<file path="src/rtl/alu_logic_shift.sv">
// Logic/shift ALU: single-cycle bitwise ops, shifts and rotates done one bit per clock.
// Results, zero and err are registered and held until the next completion.
module alu_logic_shift #(
  parameter int unsigned WIDTH   = 32,
  parameter int unsigned SHAMT_W = $clog2(WIDTH)
) (
  input  logic             clk,
  input  logic             reset_n,
  input  logic             start,
  input  logic [3:0]       op,
  input  logic [WIDTH-1:0] a,
  input  logic [WIDTH-1:0] b,
  output logic [WIDTH-1:0] c,
  output logic             busy,
  output logic             done,
  output logic             zero,
  output logic             err
);

  localparam logic StIdle  = 1'b0;
  localparam logic StShift = 1'b1;

  localparam logic [3:0] OpAnd  = 4'd0;
  localparam logic [3:0] OpOr   = 4'd1;
  localparam logic [3:0] OpNot  = 4'd2;
  localparam logic [3:0] OpNeg  = 4'd3;
  localparam logic [3:0] OpShl  = 4'd4;
  localparam logic [3:0] OpShr  = 4'd5;
  localparam logic [3:0] OpShra = 4'd6;
  localparam logic [3:0] OpRol  = 4'd7;
  localparam logic [3:0] OpRor  = 4'd8;

  logic               state_q, state_d;
  logic [WIDTH-1:0]   work_q, work_d;
  logic [SHAMT_W-1:0] cnt_q, cnt_d;
  logic [3:0]         op_q, op_d;
  logic [WIDTH-1:0]   c_q, c_d;
  logic               zero_q, zero_d;
  logic               err_q, err_d;
  logic               done_q, done_d;

  logic [SHAMT_W-1:0] shamt;
  logic [WIDTH-1:0]   result;
  logic [WIDTH-1:0]   shifted;
  logic               complete;
  logic               unused_b;

  assign shamt    = b[SHAMT_W-1:0];
  assign unused_b = ^b[WIDTH-1:SHAMT_W];

  function automatic logic [WIDTH-1:0] shift_one(input logic [3:0] sel,
                                                 input logic [WIDTH-1:0] v);
    case (sel)
      OpShl:   return {v[WIDTH-2:0], 1'b0};
      OpShr:   return {1'b0, v[WIDTH-1:1]};
      OpShra:  return {v[WIDTH-1], v[WIDTH-1:1]};
      OpRol:   return {v[WIDTH-2:0], v[WIDTH-1]};
      OpRor:   return {v[0], v[WIDTH-1:1]};
      default: return v;
    endcase
  endfunction

  always_comb begin
    state_d  = state_q;
    work_d   = work_q;
    cnt_d    = cnt_q;
    op_d     = op_q;
    c_d      = c_q;
    zero_d   = zero_q;
    err_d    = err_q;
    done_d   = 1'b0;
    result   = '0;
    shifted  = '0;
    complete = 1'b0;

    case (state_q)
      StIdle: begin
        if (start) begin
          case (op)
            OpAnd: begin result = a & b; complete = 1'b1; end
            OpOr:  begin result = a | b; complete = 1'b1; end
            OpNot: begin result = ~a;    complete = 1'b1; end
            OpNeg: begin result = '0 - a; complete = 1'b1; end
            OpShl, OpShr, OpShra, OpRol, OpRor: begin
              // The start edge already performs the first one-bit step, so a
              // shift by k completes on edge k-1 after start (latency k).
              shifted = shift_one(op, a);
              if (shamt == '0) begin
                result   = a;
                complete = 1'b1;
              end else if (shamt == SHAMT_W'(1)) begin
                result   = shifted;
                complete = 1'b1;
              end else begin
                work_d  = shifted;
                cnt_d   = shamt - SHAMT_W'(1);
                op_d    = op;
                state_d = StShift;
              end
            end
            default: begin
              c_d    = '0;
              zero_d = 1'b1;
              err_d  = 1'b1;
              done_d = 1'b1;
            end
          endcase
        end
      end
      default: begin
        shifted = shift_one(op_q, work_q);
        work_d  = shifted;
        cnt_d   = cnt_q - SHAMT_W'(1);
        if (cnt_q == SHAMT_W'(1)) begin
          result   = shifted;
          complete = 1'b1;
          state_d  = StIdle;
        end
      end
    endcase

    if (complete) begin
      c_d    = result;
      zero_d = (result == '0);
      err_d  = 1'b0;
      done_d = 1'b1;
    end
  end

  always_ff @(posedge clk or negedge reset_n) begin
    if (!reset_n) begin
      state_q <= StIdle;
      work_q  <= '0;
      cnt_q   <= '0;
      op_q    <= '0;
      c_q     <= '0;
      zero_q  <= 1'b1;
      err_q   <= 1'b0;
      done_q  <= 1'b0;
    end else begin
      state_q <= state_d;
      work_q  <= work_d;
      cnt_q   <= cnt_d;
      op_q    <= op_d;
      c_q     <= c_d;
      zero_q  <= zero_d;
      err_q   <= err_d;
      done_q  <= done_d;
    end
  end

  assign c    = c_q;
  assign zero = zero_q;
  assign err  = err_q;
  assign done = done_q;
  assign busy = (state_q == StShift);

endmodule

</file>
<file path="config.mk">
export PLATFORM = sky130hd
export DESIGN_NAME = alu_logic_shift
export DESIGN_NICKNAME = d
export VERILOG_FILES = /design/src/rtl/alu_logic_shift.sv
export SDC_FILE = /design/constraint.sdc
export NUM_CORES = 1
export LEC_CHECK = 0
export BUFFER_PORTS_ARGS = -buffer_cell sky130_fd_sc_hd__buf_4
export CAP_MARGIN = 20
export CELL_PAD_IN_SITES_DETAIL_PLACEMENT = 0
export CELL_PAD_IN_SITES_GLOBAL_PLACEMENT = 1
export CORE_MARGIN = 5
export CORE_UTILIZATION = 40
export DETAILED_ROUTE_END_ITERATION = 10
export PLACE_DENSITY_LB_ADDON = 0.25
export SLEW_MARGIN = 20
export SYNTH_ARGS = -nofsm -noshare
export SYNTH_HDL_FRONTEND = slang
export SYNTH_SLANG_ARGS = --single-unit
export TNS_END_PERCENT = 5
</file>
<file path="constraint.sdc">
create_clock -name clk -period 7.15 [get_ports clk]
set_input_delay 1.43 -clock clk [delete_from_list [all_inputs] [get_ports clk]]
set_output_delay 1.43 -clock clk [all_outputs]
set_load 0.005 [all_outputs]
</file>
==> qor.csv, run 1 <==
metric,value,unit
first-pass GRT wire length,52300,µm
HPWL reported at the end of detailed placement,25900,µm
weighted congestion reported at the end of routability-driven placement,1.00,
average wire per cell in the routed design,26.8,µm
number of nets in the layout,1110,
count of buffer and inverter cells on the critical path,1,
ratio of final minimum period to clock period,62.5,%
vias,8773,
Post-route DRC,0,
share of layout cells above drive strength 1,17.7,%
overall overflow remaining after global route,0,
Clock Path Buffers,2,
distinct cell type count of the synthesized netlist,84,
RSZ-0062 raised after global routing,false,
initial core utilization,40.9,%
Syn Nets,1085,
Setup crit start kind,input pin,
number of buffers created by CTS,9,
class of the tightest hold or removal check,reg -> reg,
IO Count,107,
clock transition time at the flip-flop clock pins of the worst setup and hold paths,60,ps
combined area of all synthesized cells,7700,µm²
PwrDens,330,nW/µm²
peak per-stage delay on the critical path,970,ps
iteration count of the initial detailed-routing pass,6,
required time of the critical path,7420,ps
highest-count cells in the layout ignoring fill and taps,"sky130_fd_sc_hd__buf_4 (122), sky130_fd_sc_hd__nor2_1 (105), sky130_fd_sc_hd__nand2_1 (101)",
CP Cell Sequence,"buf_4, or4b_1, a211o_1, nor2_1, o21ai_0, o211ai_1, a2111oi_2, nand4_1, nor3_2",
warnings from Yosys,0,
area added between synthesis and finish,13.6,%
result of the run,finished clean,
clock latency on the worst-skew pair,350,ps
number of buffers added to fix hold violations after cts,0,
setup violation total in the final timing report,0,
Setup CP Type,in -> reg,
Worst-Margin Slew,1030,ps
P_leak,3.62,nW
dpl ws,2410,ps
end-of-flow core utilization,46.5,%
number of placement rows,50,
Top Family by Delay on Critical Path,simple AND/OR/NAND/NOR gates,
register area,1930,µm²
number of levels in the clock H-tree,3,
count of endpoints failing hold in the final timing report,0,
cell at the root of the clock tree,sky130_fd_sc_hd__clkbuf_16,
die footprint,22100,µm²
nature of the critical path endpoint,flop,
floorplan die height,149,µm
number of nets with antenna violations after routing,0,
# Max-Cap Violations,0,
area inside the core boundary,18800,µm²
Clock Sink Count,77,
Mapped Cells,1008,
Max Slew Vio Count,0,
number of fillers in the final layout,1980,
relative max-transition margin,30.9,%
Max IR drop VDD,157,µV
count of instances resized after the clock tree is built,0,
GRT Resource Usage Total,30.8,%
CP max FO,74,
Achievable Freq,224,MHz
most common library cell in the layout ignoring fill and taps,sky130_fd_sc_hd__buf_4,
"Setup Fix Bufs, Post-CTS",0,
top flip-flop cell by instance count after synthesis,sky130_fd_sc_hd__dfrtp_1,
initial antenna violation count,0,
worst setup skew after layout,8.92,ps
vias in the first global route,8121,
number of buffers inserted by port buffering,106,
fraction of the yosys area taken by sequential cells,25.0,%
DRT iter0 DRCs,1076,
Tot Pwr,2.88,mW
routed via count divided by cell count,6.76,
area of combinational cells with multiple inputs,5190,µm²
final antenna diode count,0,
width of the chip,149,µm
number of enable-type register cells in the synthesized netlist,0,
aggregate negative setup slack,0,ps
"Max stage delay cell, worst path",sky130_fd_sc_hd__or4b_1,
mean cell area of the mapped netlist,7.64,µm²
detailed-route wire length,34800,µm
final critical-path setup slack,2680,ps
TritonCTS clock tree,built,
"Async S/R FF share, synth",100,%
clock period minus worst slack,4470,ps
Crit path arrival time,4750,ps
flip-flop and latch count after synthesis,77,
largest net degree at the start of global routing,75,
-- where the power goes --
group          internal [mW]  switching [mW]  total [mW]
registers              0.649           0.249       0.898
clock network          0.270           0.193       0.463
logic                  0.642           0.882        1.52
total                   1.56            1.32        2.88
-- area by class of cell --
type	count	share of cell area, %
clock buffer	10	2.62
multi-input combinational	798	59.4
timing repair buffer	122	10.5
inverter	25	1.07
sequential	77	22.0
clock inverter	6	0.729
tap	260	3.72
-- final timing paths --
| path | slack [ps] | start | endpoint | cells after the start |
|---|---|---|---|---|
| setup / recovery | 2680 | op[0] | zero | 9 |
| hold / removal | 480 | c[23] | c[23] | 2 |
| setup reg to reg | 3640 | op_q[0] | zero | 8 |
| hold reg to reg | 480 | c[23] | c[23] | 2 |
| max in group asynchronous | 5100 | reset_n | c[10] | 2 |
| min in group asynchronous | 940 | reset_n | err | 1 |
-- Yosys cell counts, types with 19 or more instances --
| library cell | number | share of area [%] |
|---|---|---|
| sky130_fd_sc_hd__nand2_1 | 101 | 4.9 |
| sky130_fd_sc_hd__inv_1 | 24 | 1.2 |
| sky130_fd_sc_hd__clkbuf_1 | 75 | 3.7 |
| sky130_fd_sc_hd__o21ai_0 | 79 | 5.1 |
| sky130_fd_sc_hd__a21oi_1 | 59 | 3.8 |
| sky130_fd_sc_hd__dfrtp_1 | 76 | 25 |
| sky130_fd_sc_hd__nand3_1 | 27 | 1.8 |
| sky130_fd_sc_hd__nor3_1 | 20 | 1.3 |
| sky130_fd_sc_hd__mux2i_1 | 24 | 3.1 |
| sky130_fd_sc_hd__a22oi_1 | 22 | 2.1 |
| sky130_fd_sc_hd__nor2_1 | 106 | 5.2 |
| sky130_fd_sc_hd__a221o_1 | 19 | 2.5 |
| sky130_fd_sc_hd__o211ai_1 | 21 | 2.0 |
| sky130_fd_sc_hd__a21o_1 | 20 | 1.9 |
-- routing by layer --
layer | GRT usage (%) | share of wire, % | routed length (µm)
met1 | 44.9 | 44 | 15100
met2 | 46.8 | 44 | 15300
met3 | 5.29 | 9.6 | 3350
met4 | 8.79 | 2.9 | 994
met5 | 0 | 0 | 0
-- worst register-to-register path: stages, from the launching register on --
cell                       delay [ps]
sky130_fd_sc_hd__dfrtp_1          690
sky130_fd_sc_hd__or2_2            490
sky130_fd_sc_hd__o21a_1           390
sky130_fd_sc_hd__a221oi_1         610
sky130_fd_sc_hd__o32ai_1          210
sky130_fd_sc_hd__a311o_1          360
sky130_fd_sc_hd__a211oi_1         350
sky130_fd_sc_hd__nand4_1          150
sky130_fd_sc_hd__nor3_2           190
-- flip-flops by register name, indices dropped and copies added (netlist names) --
| signal | flops |
|---|---|
| op_q | 4 |
| busy | 1 |
| c | 32 |
| done | 1 |
| cnt_q | 5 |
| work_q | 32 |
| zero | 1 |
| err | 1 |
-- through the flow --
step | std cells | area (µm²) | hold WS (ps)
finish | 1298 | 8750 | 482
global route | 1298 | 8750 | 507
CTS | 1298 | 8750 | 484
detailed placement | 1282 | 8460 | 470
global placement | 1282 | 8460 | 461
floorplan | 1008 | 7700 | 463
-- cell families (layout without fill, tap and decap cells) --
| kind of cell | after synthesis | count (layout) | share of synthesized area, % |
|---|---|---|---|
| AOI/OAI and AO/OA | 368 | 368 | 33.7 |
| xor gates and xnor gates | 19 | 19 | 2.16 |
| adders and majority gates | 20 | 20 | 2.79 |
| buffers and inverters | 133 | 163 | 8.10 |
| DFF | 77 | 77 | 25.0 |
| muxes | 33 | 33 | 4.43 |
| and+or+nand+nor | 358 | 358 | 23.8 |
(Power assumes the default switching activity.)
==> run 2: changes to the inputs <==
--- a/config.mk
+++ b/config.mk
@@ -10,7 +10,7 @@
 export CELL_PAD_IN_SITES_DETAIL_PLACEMENT = 0
 export CELL_PAD_IN_SITES_GLOBAL_PLACEMENT = 1
 export CORE_MARGIN = 5
-export CORE_UTILIZATION = 40
+export CORE_UTILIZATION = 39
 export DETAILED_ROUTE_END_ITERATION = 10
 export PLACE_DENSITY_LB_ADDON = 0.25
 export SLEW_MARGIN = 20
==> constraint.sdc (replaced) <==
create_clock -name clk -period 4.1 [get_ports clk]
set_input_delay 0.82 -clock clk [delete_from_list [all_inputs] [get_ports clk]]
set_output_delay 0.82 -clock clk [all_outputs]
set_load 0.005 [all_outputs]
==> run 2 against run 1 <==
  * Sequential share of layout area fell by 0.63 points
  * Register-to-register slack got worse by 2900 ps
  * Die area rose by 2.4%
  * Sequential power rose by 76%
  * Clock power rose by 69%
  * Core utilization fell by 0.18 points
  * Largest power group unchanged
  * Hold slack got worse by 2.6 ps
==> qor.csv, run 2 (same netlist as run 1, synthesis figures left out) <==
metric,value,unit,change
die footprint,22700,µm²,"was 22,100 µm²"
number of buffers added to fix hold violations after cts,0,,unchanged
detailed-route wire length,34900,µm,"was 34,800 µm"
number of levels in the clock H-tree,3,,unchanged
placed instance area,8720,µm²,was 8460 µm²
PwrDens,559,nW/µm²,was 330 nW/µm²
GRT Resource Usage Total,30.3,%,was 30.8%
"Setup Fix Bufs, Post-CTS",0,,unchanged
number of fillers in the final layout,2001,,"was 1,980"
Setup crit start kind,input pin,,unchanged
count of buffer and inverter cells on the critical path,2,,was 1
Top Family by Delay on Critical Path,simple AND/OR/NAND/NOR gates,,unchanged
overall overflow remaining after global route,0,,unchanged
average wire per cell in the routed design,26.1,µm,was 26.8 µm
Achievable Freq,290,MHz,
count of endpoints failing hold in the final timing report,0,,unchanged
iteration count of the initial detailed-routing pass,6,,unchanged
relative max-transition margin,28.6,%,was 30.9%
weighted congestion reported at the end of routability-driven placement,0.940,,was 1.00
Clock Sink Count,77,,unchanged
most common library cell in the layout ignoring fill and taps,sky130_fd_sc_hd__buf_4,,unchanged
worst setup skew after layout,10.3,ps,was 8.92 ps
clock transition time at the flip-flop clock pins of the worst setup and hold paths,70,ps,was 60 ps
number of buffers inserted by port buffering,106,,unchanged
total non-filler cell area in the finished layout,9010,µm²,was 8750 µm²
final antenna diode count,0,,unchanged
Crit path arrival time,3720,ps,was 4750 ps
DRT iter0 DRCs,1160,,"was 1,076"
count of instances resized after the clock tree is built,0,,unchanged
ratio of final minimum period to clock period,84.2,%,
Setup CP Type,in -> reg,,unchanged
Post-route DRC,0,,unchanged
P_leak,3.78,nW,was 3.62 nW
setup violation total in the final timing report,0,,unchanged
largest net degree at the start of global routing,78,,was 75
first-pass GRT wire length,51800,µm,"was 52,300 µm"
clock period minus worst slack,3450,ps,
Clock Path Buffers,2,,unchanged
highest-count cells in the layout ignoring fill and taps,"sky130_fd_sc_hd__buf_4 (153), sky130_fd_sc_hd__nor2_1 (106), sky130_fd_sc_hd__nand2_1 (101)",,"was sky130_fd_sc_hd__buf_4 (122), sky130_fd_sc_hd__nor2_1 (105), sky130_fd_sc_hd__nand2_1 (101)"
number of buffers created by CTS,9,,unchanged
RSZ-0062 raised after global routing,false,,unchanged
width of the chip,151,µm,was 149 µm
CP Cell Sequence,"buf_4, xnor2_2, buf_4, mux2i_1, a211oi_1, o21ai_0, nand4_1, nor4_1, nand4_1, nor3_2",,"was buf_4, or4b_1, a211o_1, nor2_1, o21ai_0, o211ai_1, a2111oi_2, nand4_1, nor3_2"
class of the tightest hold or removal check,reg -> reg,,unchanged
CP max FO,35,,was 74
number of nets in the layout,1143,,"was 1,110"
routed via count divided by cell count,6.54,,was 6.76
Max Slew Vio Count,0,,unchanged
HPWL reported at the end of detailed placement,26600,µm,"was 25,900 µm"
clock latency on the worst-skew pair,340,ps,was 350 ps
vias,8736,,"was 8,773"
floorplan die height,151,µm,was 149 µm
initial core utilization,39.6,%,was 40.9%
number of nets with antenna violations after routing,0,,unchanged
required time of the critical path,4370,ps,was 7420 ps
share of layout cells above drive strength 1,20.3,%,was 17.7%
result of the run,finished clean,,unchanged
"Max stage delay cell, worst path",sky130_fd_sc_hd__xnor2_2,,was sky130_fd_sc_hd__or4b_1
area inside the core boundary,19500,µm²,"was 18,800 µm²"
area added between synthesis and finish,16.9,%,was 13.6%
vias in the first global route,7932,,"was 8,121"
IO Count,107,,unchanged
end-of-flow core utilization,46.3,%,was 46.5%
aggregate negative setup slack,0,ps,unchanged
peak per-stage delay on the critical path,600,ps,was 970 ps
nature of the critical path endpoint,flop,,unchanged
TritonCTS clock tree,built,,unchanged
initial antenna violation count,0,,unchanged
# Max-Cap Violations,0,,unchanged
post-route worst hold slack,479,ps,was 482 ps
cell at the root of the clock tree,sky130_fd_sc_hd__clkbuf_16,,unchanged
Max IR drop VDD,198,µV,was 157 µV
Worst-Margin Slew,1070,ps,was 1030 ps
number of placement rows,51,,was 50
## run 2: cell count changes in the layout (fill, tap and decap cells not counted), sizes merged
cell    delta
clkbuf     -1
buf       +33
clkinv     -1
inv        +3
bufinv     -1
## run 2: through the flow
step                      instances  setup slack (ps)  power [mW]
final                          1336               649        5.04
after floorplan                1008               922        3.17
after global placement         1320               437        4.20
after detailed placement       1320               373        4.21
after global routing           1336               502        5.36
after CTS                      1336               679        5.00
## run 2: path summary, 6_finish.rpt
check,startpoint,end,slack [ps],depth (start not counted)
min reg2reg,c[22],c[22],480,1
min,c[22],c[22],480,1
max in group asynchronous,reset_n,c[27],3070,1
max,op[0],zero,650,10
min in group asynchronous,reset_n,op_q[1],490,1
max reg2reg,op_q[0],zero,750,8
## run 2: layer usage
layer,routed length (µm),GRT usage [%],up-vias
met1,15300,44.8,4190
met4,1040,9.42,0
li1,-,-,3944
met5,0,0,-
met3,3320,5.30,67
met2,15300,44.7,535
## run 2: where the power goes
| part | internal, mW | switching (mW) | leakage, nW | total, mW |
|---|---|---|---|---|
| Combinational | 1.17 | 1.51 | 2.71 | 2.68 |
| Sequential | 1.13 | 0.447 | 0.938 | 1.58 |
| Clock | 0.419 | 0.363 | 0.134 | 0.782 |
| Total | 2.72 | 2.32 | 3.78 | 5.04 |
## run 2: cell type report
| type | instances | area, µm² | share of cell area [%] |
|---|---|---|---|
| clock inverter | 7 | 57.6 | 0.639 |
| timing repair buffer | 155 | 1180 | 13.1 |
| clock buffer | 9 | 225 | 2.50 |
| tap | 265 | 332 | 3.68 |
| multi-input combinational | 798 | 5190 | 57.6 |
| inverter | 25 | 93.8 | 1.04 |
| sequential | 77 | 1930 | 21.4 |
